<file path="src/rtl/acesso_memoria_dados_pkg.sv">
// Shared CPU package: data-memory access FSM states,
// access descriptor and default timeout.
package acesso_memoria_dados_pkg;

  localparam int unsigned LARG_DADO          = 16;
  localparam int unsigned LARG_CONT          = 8;
  localparam int unsigned TIMEOUT_MAX_PADRAO = 15;

  typedef enum logic [1:0] {
    OCIOSO     = 2'd0,
    REQUISICAO = 2'd1,
    ESPERA     = 2'd2,
    FIM        = 2'd3
  } estado_t;

  typedef struct packed {
    logic                 escrita;
    logic [LARG_DADO-1:0] endereco;
    logic [LARG_DADO-1:0] dado;
  } acesso_t;

  // Store wins when both requests arrive together.
  function automatic acesso_t novo_acesso(
    input logic                 esc,
    input logic [LARG_DADO-1:0] ender,
    input logic [LARG_DADO-1:0] dado
  );
    acesso_t a;
    a.escrita  = esc;
    a.endereco = ender;
    a.dado     = dado;
    return a;
  endfunction

endpackage

</file>
<file path="src/rtl/acesso_memoria_dados_contador_timeout.sv">
// Wait-cycle counter for the data-memory access FSM;
// hit flags the cycle on which the count reaches the limit.
module contador_timeout
  import acesso_memoria_dados_pkg::*;
#(
  parameter int unsigned LARGURA = LARG_CONT
) (
  input  logic               clk,
  input  logic               rst_n,
  input  logic               limpar,
  input  logic               habilitar,
  input  logic [LARGURA-1:0] limite,
  output logic               atingiu
);

  logic [LARGURA-1:0] contagem_q;
  logic [LARGURA-1:0] contagem_d;
  logic [LARGURA:0]   proxima;

  assign proxima = {1'b0, contagem_q}
                 + {{LARGURA{1'b0}}, 1'b1};

  assign atingiu = (proxima == {1'b0, limite});

  always_comb begin
    contagem_d = contagem_q;
    if (limpar) begin
      contagem_d = '0;
    end else if (habilitar) begin
      contagem_d = proxima[LARGURA-1:0];
    end
  end

  always_ff @(posedge clk or negedge rst_n) begin
    if (!rst_n) begin
      contagem_q <= '0;
    end else begin
      contagem_q <= contagem_d;
    end
  end

endmodule

</file>
<file path="src/rtl/acesso_memoria_dados.sv">
// Data-memory access unit: one outstanding load/store,
// stalls the pipeline and aborts on memory timeout.
module acesso_memoria_dados
  import acesso_memoria_dados_pkg::*;
#(
  parameter int unsigned TIMEOUT_MAX = TIMEOUT_MAX_PADRAO
) (
  input  logic                 clk,
  input  logic                 rst_n,
  input  logic                 req_leitura,
  input  logic                 req_escrita,
  input  logic [LARG_DADO-1:0] endereco,
  input  logic [LARG_DADO-1:0] dado_escrita,
  output logic                 mem_req,
  output logic                 mem_we,
  output logic [LARG_DADO-1:0] mem_addr,
  output logic [LARG_DADO-1:0] mem_wdata,
  input  logic [LARG_DADO-1:0] mem_rdata,
  input  logic                 mem_ready,
  output logic [LARG_DADO-1:0] dado_lido,
  output logic                 stall,
  output logic                 concluido,
  output logic                 erro_timeout
);

  localparam logic [LARG_CONT-1:0] LIMITE =
    LARG_CONT'(TIMEOUT_MAX);

  estado_t              estado_q, estado_d;
  acesso_t              acesso_q, acesso_d;
  logic                 mem_req_q, mem_req_d;
  logic [LARG_DADO-1:0] dado_lido_q, dado_lido_d;
  logic                 concluido_q, concluido_d;
  logic                 erro_q, erro_d;

  logic pedido;
  logic limpar_cont;
  logic habil_cont;
  logic atingiu;

  assign pedido = req_leitura | req_escrita;

  assign limpar_cont = (estado_q == REQUISICAO);
  assign habil_cont  = (estado_q == ESPERA) & ~mem_ready;

  contador_timeout #(
    .LARGURA (LARG_CONT)
  ) u_contador (
    .clk       (clk),
    .rst_n     (rst_n),
    .limpar    (limpar_cont),
    .habilitar (habil_cont),
    .limite    (LIMITE),
    .atingiu   (atingiu)
  );

  always_comb begin
    estado_d    = estado_q;
    acesso_d    = acesso_q;
    mem_req_d   = mem_req_q;
    dado_lido_d = dado_lido_q;
    concluido_d = 1'b0;
    erro_d      = erro_q;
    unique case (estado_q)
      OCIOSO: begin
        if (pedido) begin
          acesso_d  = novo_acesso(req_escrita,
                                  endereco,
                                  dado_escrita);
          mem_req_d = 1'b1;
          estado_d  = REQUISICAO;
        end
      end
      REQUISICAO: begin
        estado_d = ESPERA;
      end
      ESPERA: begin
        // Completion takes priority over an expiring count.
        if (mem_ready) begin
          if (!acesso_q.escrita) begin
            dado_lido_d = mem_rdata;
          end
          mem_req_d   = 1'b0;
          concluido_d = 1'b1;
          estado_d    = FIM;
        end else if (atingiu) begin
          erro_d      = 1'b1;
          mem_req_d   = 1'b0;
          concluido_d = 1'b1;
          estado_d    = FIM;
        end
      end
      FIM: begin
        estado_d = OCIOSO;
      end
      default: begin
        estado_d  = OCIOSO;
        mem_req_d = 1'b0;
      end
    endcase
  end

  always_ff @(posedge clk or negedge rst_n) begin
    if (!rst_n) begin
      estado_q    <= OCIOSO;
      acesso_q    <= '0;
      mem_req_q   <= 1'b0;
      dado_lido_q <= '0;
      concluido_q <= 1'b0;
      erro_q      <= 1'b0;
    end else begin
      estado_q    <= estado_d;
      acesso_q    <= acesso_d;
      mem_req_q   <= mem_req_d;
      dado_lido_q <= dado_lido_d;
      concluido_q <= concluido_d;
      erro_q      <= erro_d;
    end
  end

  assign mem_req      = mem_req_q;
  assign mem_we       = acesso_q.escrita;
  assign mem_addr     = acesso_q.endereco;
  assign mem_wdata    = acesso_q.dado;
  assign dado_lido    = dado_lido_q;
  assign concluido    = concluido_q;
  assign erro_timeout = erro_q;

  // Gated by rst_n so a held request cannot stall during reset.
  assign stall = rst_n & (
      (estado_q == REQUISICAO)
    | (estado_q == ESPERA)
    | ((estado_q == OCIOSO) & pedido));

endmodule

</file>
<file path="config.mk">
export PLATFORM = sky130hd
export DESIGN_NAME = acesso_memoria_dados
export DESIGN_NICKNAME = d
export VERILOG_FILES = /design/src/rtl/acesso_memoria_dados_pkg.sv /design/src/rtl/acesso_memoria_dados_contador_timeout.sv /design/src/rtl/acesso_memoria_dados.sv
export SDC_FILE = /design/constraint.sdc
export NUM_CORES = 1
export LEC_CHECK = 0
export CORE_MARGIN = 1
export CORE_UTILIZATION = 35
export DETAILED_ROUTE_END_ITERATION = 12
export DONT_BUFFER_PORTS = 1
export HOLD_SLACK_MARGIN = 0.03
export PLACE_DENSITY = 0.6
export SKIP_LAST_GASP = 1
export SYNTH_ARGS = -nofsm -noshare
export SYNTH_HDL_FRONTEND = slang
export SYNTH_SLANG_ARGS = --single-unit
</file>
<file path="constraint.sdc">
create_clock -name clk -period 2.3 [get_ports clk]
set_clock_uncertainty 0.05 [all_clocks]
set_input_delay 0.46 -clock clk [delete_from_list [all_inputs] [get_ports clk]]
set_output_delay 0.46 -clock clk [all_outputs]
set_load 0.005 [all_outputs]
</file>
* Word-level counts from Yosys, hierarchy flattened
Index checks and enable logic that the tools add are counted.
** Cells by class
- Add/subtract/negate cells :: 1
- Eq/ne operators :: 6
- Muxes and demuxes :: 13
- Bitwise gates (word level) :: 8
- Reductions and logical operators :: 8
** Operators with widths (number)
- $mux 8 :: 2
- $add 8x1->9 const B :: 1
- $eq 9x4->1 const B :: 1
- $reduce_and 3->1 :: 3
- $pmux 2 s4 :: 1
- $mux 1 :: 6
- $mux 2 :: 3
- $eq 2x2->1 const B :: 2
- $reduce_and 2->1 :: 2
- $reduce_bool 2->1 :: 2
- $and 1x1->1 :: 3
- $ne 3x3->1 const B :: 1
- $or 1x1->1 :: 3
- $eq 2x1->1 const B :: 1
- $logic_not 2->1 :: 1
- $ne 2x2->1 const B :: 1
- $not 1->1 :: 2
- $pmux 1 s2 :: 1
** Storage, ports and cells
- Bits in registers :: 62
- Input bits :: 53
- Output and inout port bits :: 53
- Logic and storage cells :: 45

* Depth between registers and ports, before layout
- Depth in word-level cells :: 5
- Gate-level depth with buffers :: 7

* Modules after synthesis
From an unflattened synthesis, not the netlist that was laid out.
** Unflattened totals
- Cell total of the unflattened synthesis :: 273
- Area, all modules :: 2805.2 µm²
** By module, submodules not included
- acesso_memoria_dados :: times used 1, cells each 204, area each 2187.1 µm², sequential area each 1351.3 µm²
- contador_timeout :: times used 1, cells each 69, area each 618.1 µm², sequential area each 200.2 µm²

* Worst setup path after synthesis
No wires, ideal clock.
- Kind :: reg2out
- Start point :: reg estado_q[0]
- End point :: out stall
- Arrival :: 1.281 ns
- Data required time :: 1.790 ns
- Setup slack :: 0.509 ns
- Stages on the path, launching flop included :: 6
- Buffers on the path :: 1
- Path through :: dfrtp_1 > inv_1 > ha_1 > o21ai_1 > buf_2 > a21boi_0
** On the way
- Longest elaborated chain between the ends :: 4
** RTL lines
- start: declaration :: line acesso_memoria_dados.sv:29 : estado_t estado_q, estado_d;
- start signal: assignment :: line acesso_memoria_dados.sv:112 : estado_q <= estado_d;
- $eq 2x1->1 (tied with other cells) :: line acesso_memoria_dados.sv:131 : (estado_q == REQUISICAO)
- $or 1x1->1 or $and 1x1->1 (tied branches) :: line acesso_memoria_dados.sv:132, acesso_memoria_dados.sv:133
- $or 1x1->1 * :: line acesso_memoria_dados.sv:133 : | ((estado_q == OCIOSO) & pedido));
- $and 1x1->1 * :: line acesso_memoria_dados.sv:130 : assign stall = rst_n & (
- end: declaration :: line acesso_memoria_dados.sv:21 : output logic stall,
Every way passes the cells marked *; elsewhere a longest branch is shown, timed or not.

* Final worst setup path
- Start point :: reg estado_q[1]
- End point :: out stall
The elaborated chain is that of the path after synthesis.

==> flow_summary.yaml <==
layout:
  areaGrowthSynthToFinish_pct: 12.0
  nFillCells: 694
  drive_gt1_frac: 0.281
  diodes: 0
  fin_area_mm2: 0.00292
  nets: 252
clocking:
  cts-root-buf: "clkbuf_8"
  cts.path.max_buffers: 2
  cts_tree: "yes"
  cts_max_level: 3
  numClockSinks: 62
  path_clk_slew_ns: 0.06
  post_cts_buffers: 0
  cts_made_buffers: 9
  cts_resized: 0
  insertion_delay_ns: 0.33
global_routing:
  grt-ovfl-total: 0
  grt_pass1_vias: 1421
  grt_pass1_wl_um: 7130
  antenna_found_initial: 0
  grt_usage: 0.126
  grt_max_degree: 63
timing:
  worstMarginPinSlew_ns: 0.371
  fmax_mhz: 492
  min_period_ns: 2.03
  finalCritPeriodShare: 0.884
  report.final.slew_viol_count: 0
  finalSetupTns_ns: 0
  setup_violations: 0
  final_hold_viol_count: 0
  relSlewSlack: 0.753
  rsz0062_at_grt: "false"
logic_synthesis:
  ys_types: 37
  synth_top_family_by_area: "multiplexers"
  yosys_warnings: 0
  synthAdderAreaFrac: 0.0288
  syn_avg_cell_area_um2: 14.0
  synthCells: 186
  synth_area_mm2: 0.00260
  synthFlopType: "dfrtp_1"
  synth-xor-area-share: 0.0202
  synth-simple-area-share: 0.0716
  synth_compound_area_frac: 0.0447
  synth-edff-count: 0
  ys_seq_area_frac: 0.596
  syn_nets: 245
  yosys_register_bits: 62
  synth_mux_area_frac: 0.211
  async_reset_ff_frac: 1.00
routing:
  firstDrtPassIters: 4
  postRouteWirelength_um: 4640
  via_count: 1449
  ant_nets: 0
  wire_per_inst_um: 15.7
  drt-initial-drc-count: 52
  route.detailed.drc: 0
  routed_via_density: 4.91
setup_path:
  crit_family: "compound AO/OA/AOI/OAI gates"
  critical_path_class: "flip-flop to output port"
  end_kind: "output port"
  crit_required_ns: 1.79
  start_kind: "flip-flop"
  path_max_fanout: 8
  crit_chain: "inv_1 -> ha_1 -> o21ai_4 -> a21boi_0"
  critPathArrivalTime_ns: 1.52
  slowest_delay_ns: 0.38
  rrSetupSlack_ns: 0.49
  crit_buf_inv: 1
  slowest_stage: "dfrtp_1"
pwr:
  vdd_drop_max_mv: 0.433
  leakage_nw: 1.28
  cellPowerDensity_mw_per_mm2: 1310
flow_run:
  drv_cap: 0
placement:
  place_area_mm2: 0.00271
  finalWeightedCongestion: 0.684
  dp_hpwl_um: 3090
  io_buffers: 0
die:
  die_area_mm2: 0.00779
  num_rows: 31
  die_h_um: 88.3
  initial_core_util: 0.361
  coreArea_mm2: 0.00721
  fp.dieW_um: 88.3
  io_pins: 106
outcome:
  status: "finished, final reports clean"
worst_hold_path:
  hold_path_class: "input pin to flip-flop"
[power breakdown]
part           leakage [nW]  internal (W)  switching [W]
Sequential            0.751       0.00159       0.000362
Combinational         0.435      0.000559       0.000437
Clock                0.0914      0.000467       0.000396
[placed cells by master, fill, tap and decap left out, types with 2 or more instances in the layout]
cell	n
mux2_2	31
inv_1	6
dfrtp_1	62
a21oi_1	4
nor2_1	9
buf_4	2
o31ai_1	2
o221ai_2	2
xnor2_1	3
nor3_1	4
mux2_1	17
xor2_1	3
nand2_1	8
ha_1	6
clkbuf_8	12
nand4_1	3
[stage by stage]
stage | util | hold slack, ns | std cells | setup WS (ns) | power (W)
after global routing | 0.404 | 0.177 | 295 | 0.128 | 0.00409
after floorplan | - | 0.114 | 186 | 0.509 | 0.00273
after detailed placement | 0.375 | 0.116 | 279 | 0.472 | 0.00298
after global placement | 0.375 | 0.116 | 279 | 0.508 | 0.00294
after CTS | 0.404 | 0.180 | 295 | 0.199 | 0.00389
final | 0.404 | 0.198 | 295 | 0.266 | 0.00381
[area by class of cell]
cell class / count / area (µm²) / area share
clock buffers: 13 / 169 / 0.0579
multi-input cells: 110 / 992 / 0.340
inverters: 6 / 22.5 / 0.00772
well taps: 99 / 124 / 0.0425
flip-flops and latches: 62 / 1550 / 0.532
repair buffers: 4 / 52.6 / 0.0180
clock inverters: 1 / 5.00 / 0.00172
[sequential cells by signal (all words and copies together), names as in the netlist]
register / cells
mem_wdata: 16
estado_q: 2
concluido: 1
u_contador.contagem_q: 8
mem_req: 1
erro_timeout: 1
mem_we: 1
dado_lido: 16
mem_addr: 16
[routing by layer]
| metal | share of wire | up-vias | GRT usage |
|---|---|---|---|
| met2 | 0.46 | 60 | 0.186 |
| met3 | 0.091 | 7 | 0.0644 |
| met4 | 0.017 | 0 | 0.0528 |
| met5 | 0 | - | 0 |
| li1 | - | 657 | - |
| met1 | 0.43 | 725 | 0.157 |
[kinds of logic after synthesis]
group | Yosys count
adders and majority gates | 6
DFF | 62
xor gates and xnor gates | 6
AOI/OAI and AO/OA | 15
and+or+nand+nor | 34
muxes | 49
buffers and inverters | 14
[path summary, 6_finish.rpt]
| path | startpoint | end | cells after the start |
|---|---|---|---|
| min in group asynchronous | rst_n | erro_timeout | 2 |
| min reg2reg | erro_timeout | erro_timeout | 1 |
| max in group asynchronous | rst_n | dado_lido[14] | 2 |
| max reg2reg | estado_q[0] | mem_addr[6] | 5 |
| max | estado_q[1] | stall | 4 |
| min | req_escrita | mem_we | 2 |
[Yosys cell counts, types with 2 or more instances]
cell,n,area (µm²)
a21oi_1,4,20.0
dfrtp_1,62,1550
o31ai_1,2,15.0
buf_2,4,20.0
nand4_1,3,18.8
ha_1,6,75.1
o221ai_2,2,30.0
inv_1,6,22.5
nor2_1,9,33.8
mux2_1,17,191
xnor2_1,3,26.3
xor2_1,3,26.3
mux2_2,31,349
nor3_1,4,20.0
nand2_1,8,30.0
[worst register-to-register path: stages (launching register included)]
cell and delay, ns:
dfrtp_1 0.34, inv_1 0.08, ha_1 0.27, o21ai_4 0.14
buf_4 0.41, mux2_2 0.39
[repair_timing]
item,4_1_cts,5_1_grt
hold buffers,2,0
endpoints found under the setup margin,0,0
hold endpoints to repair,62,0
(Power assumes the default switching activity.)
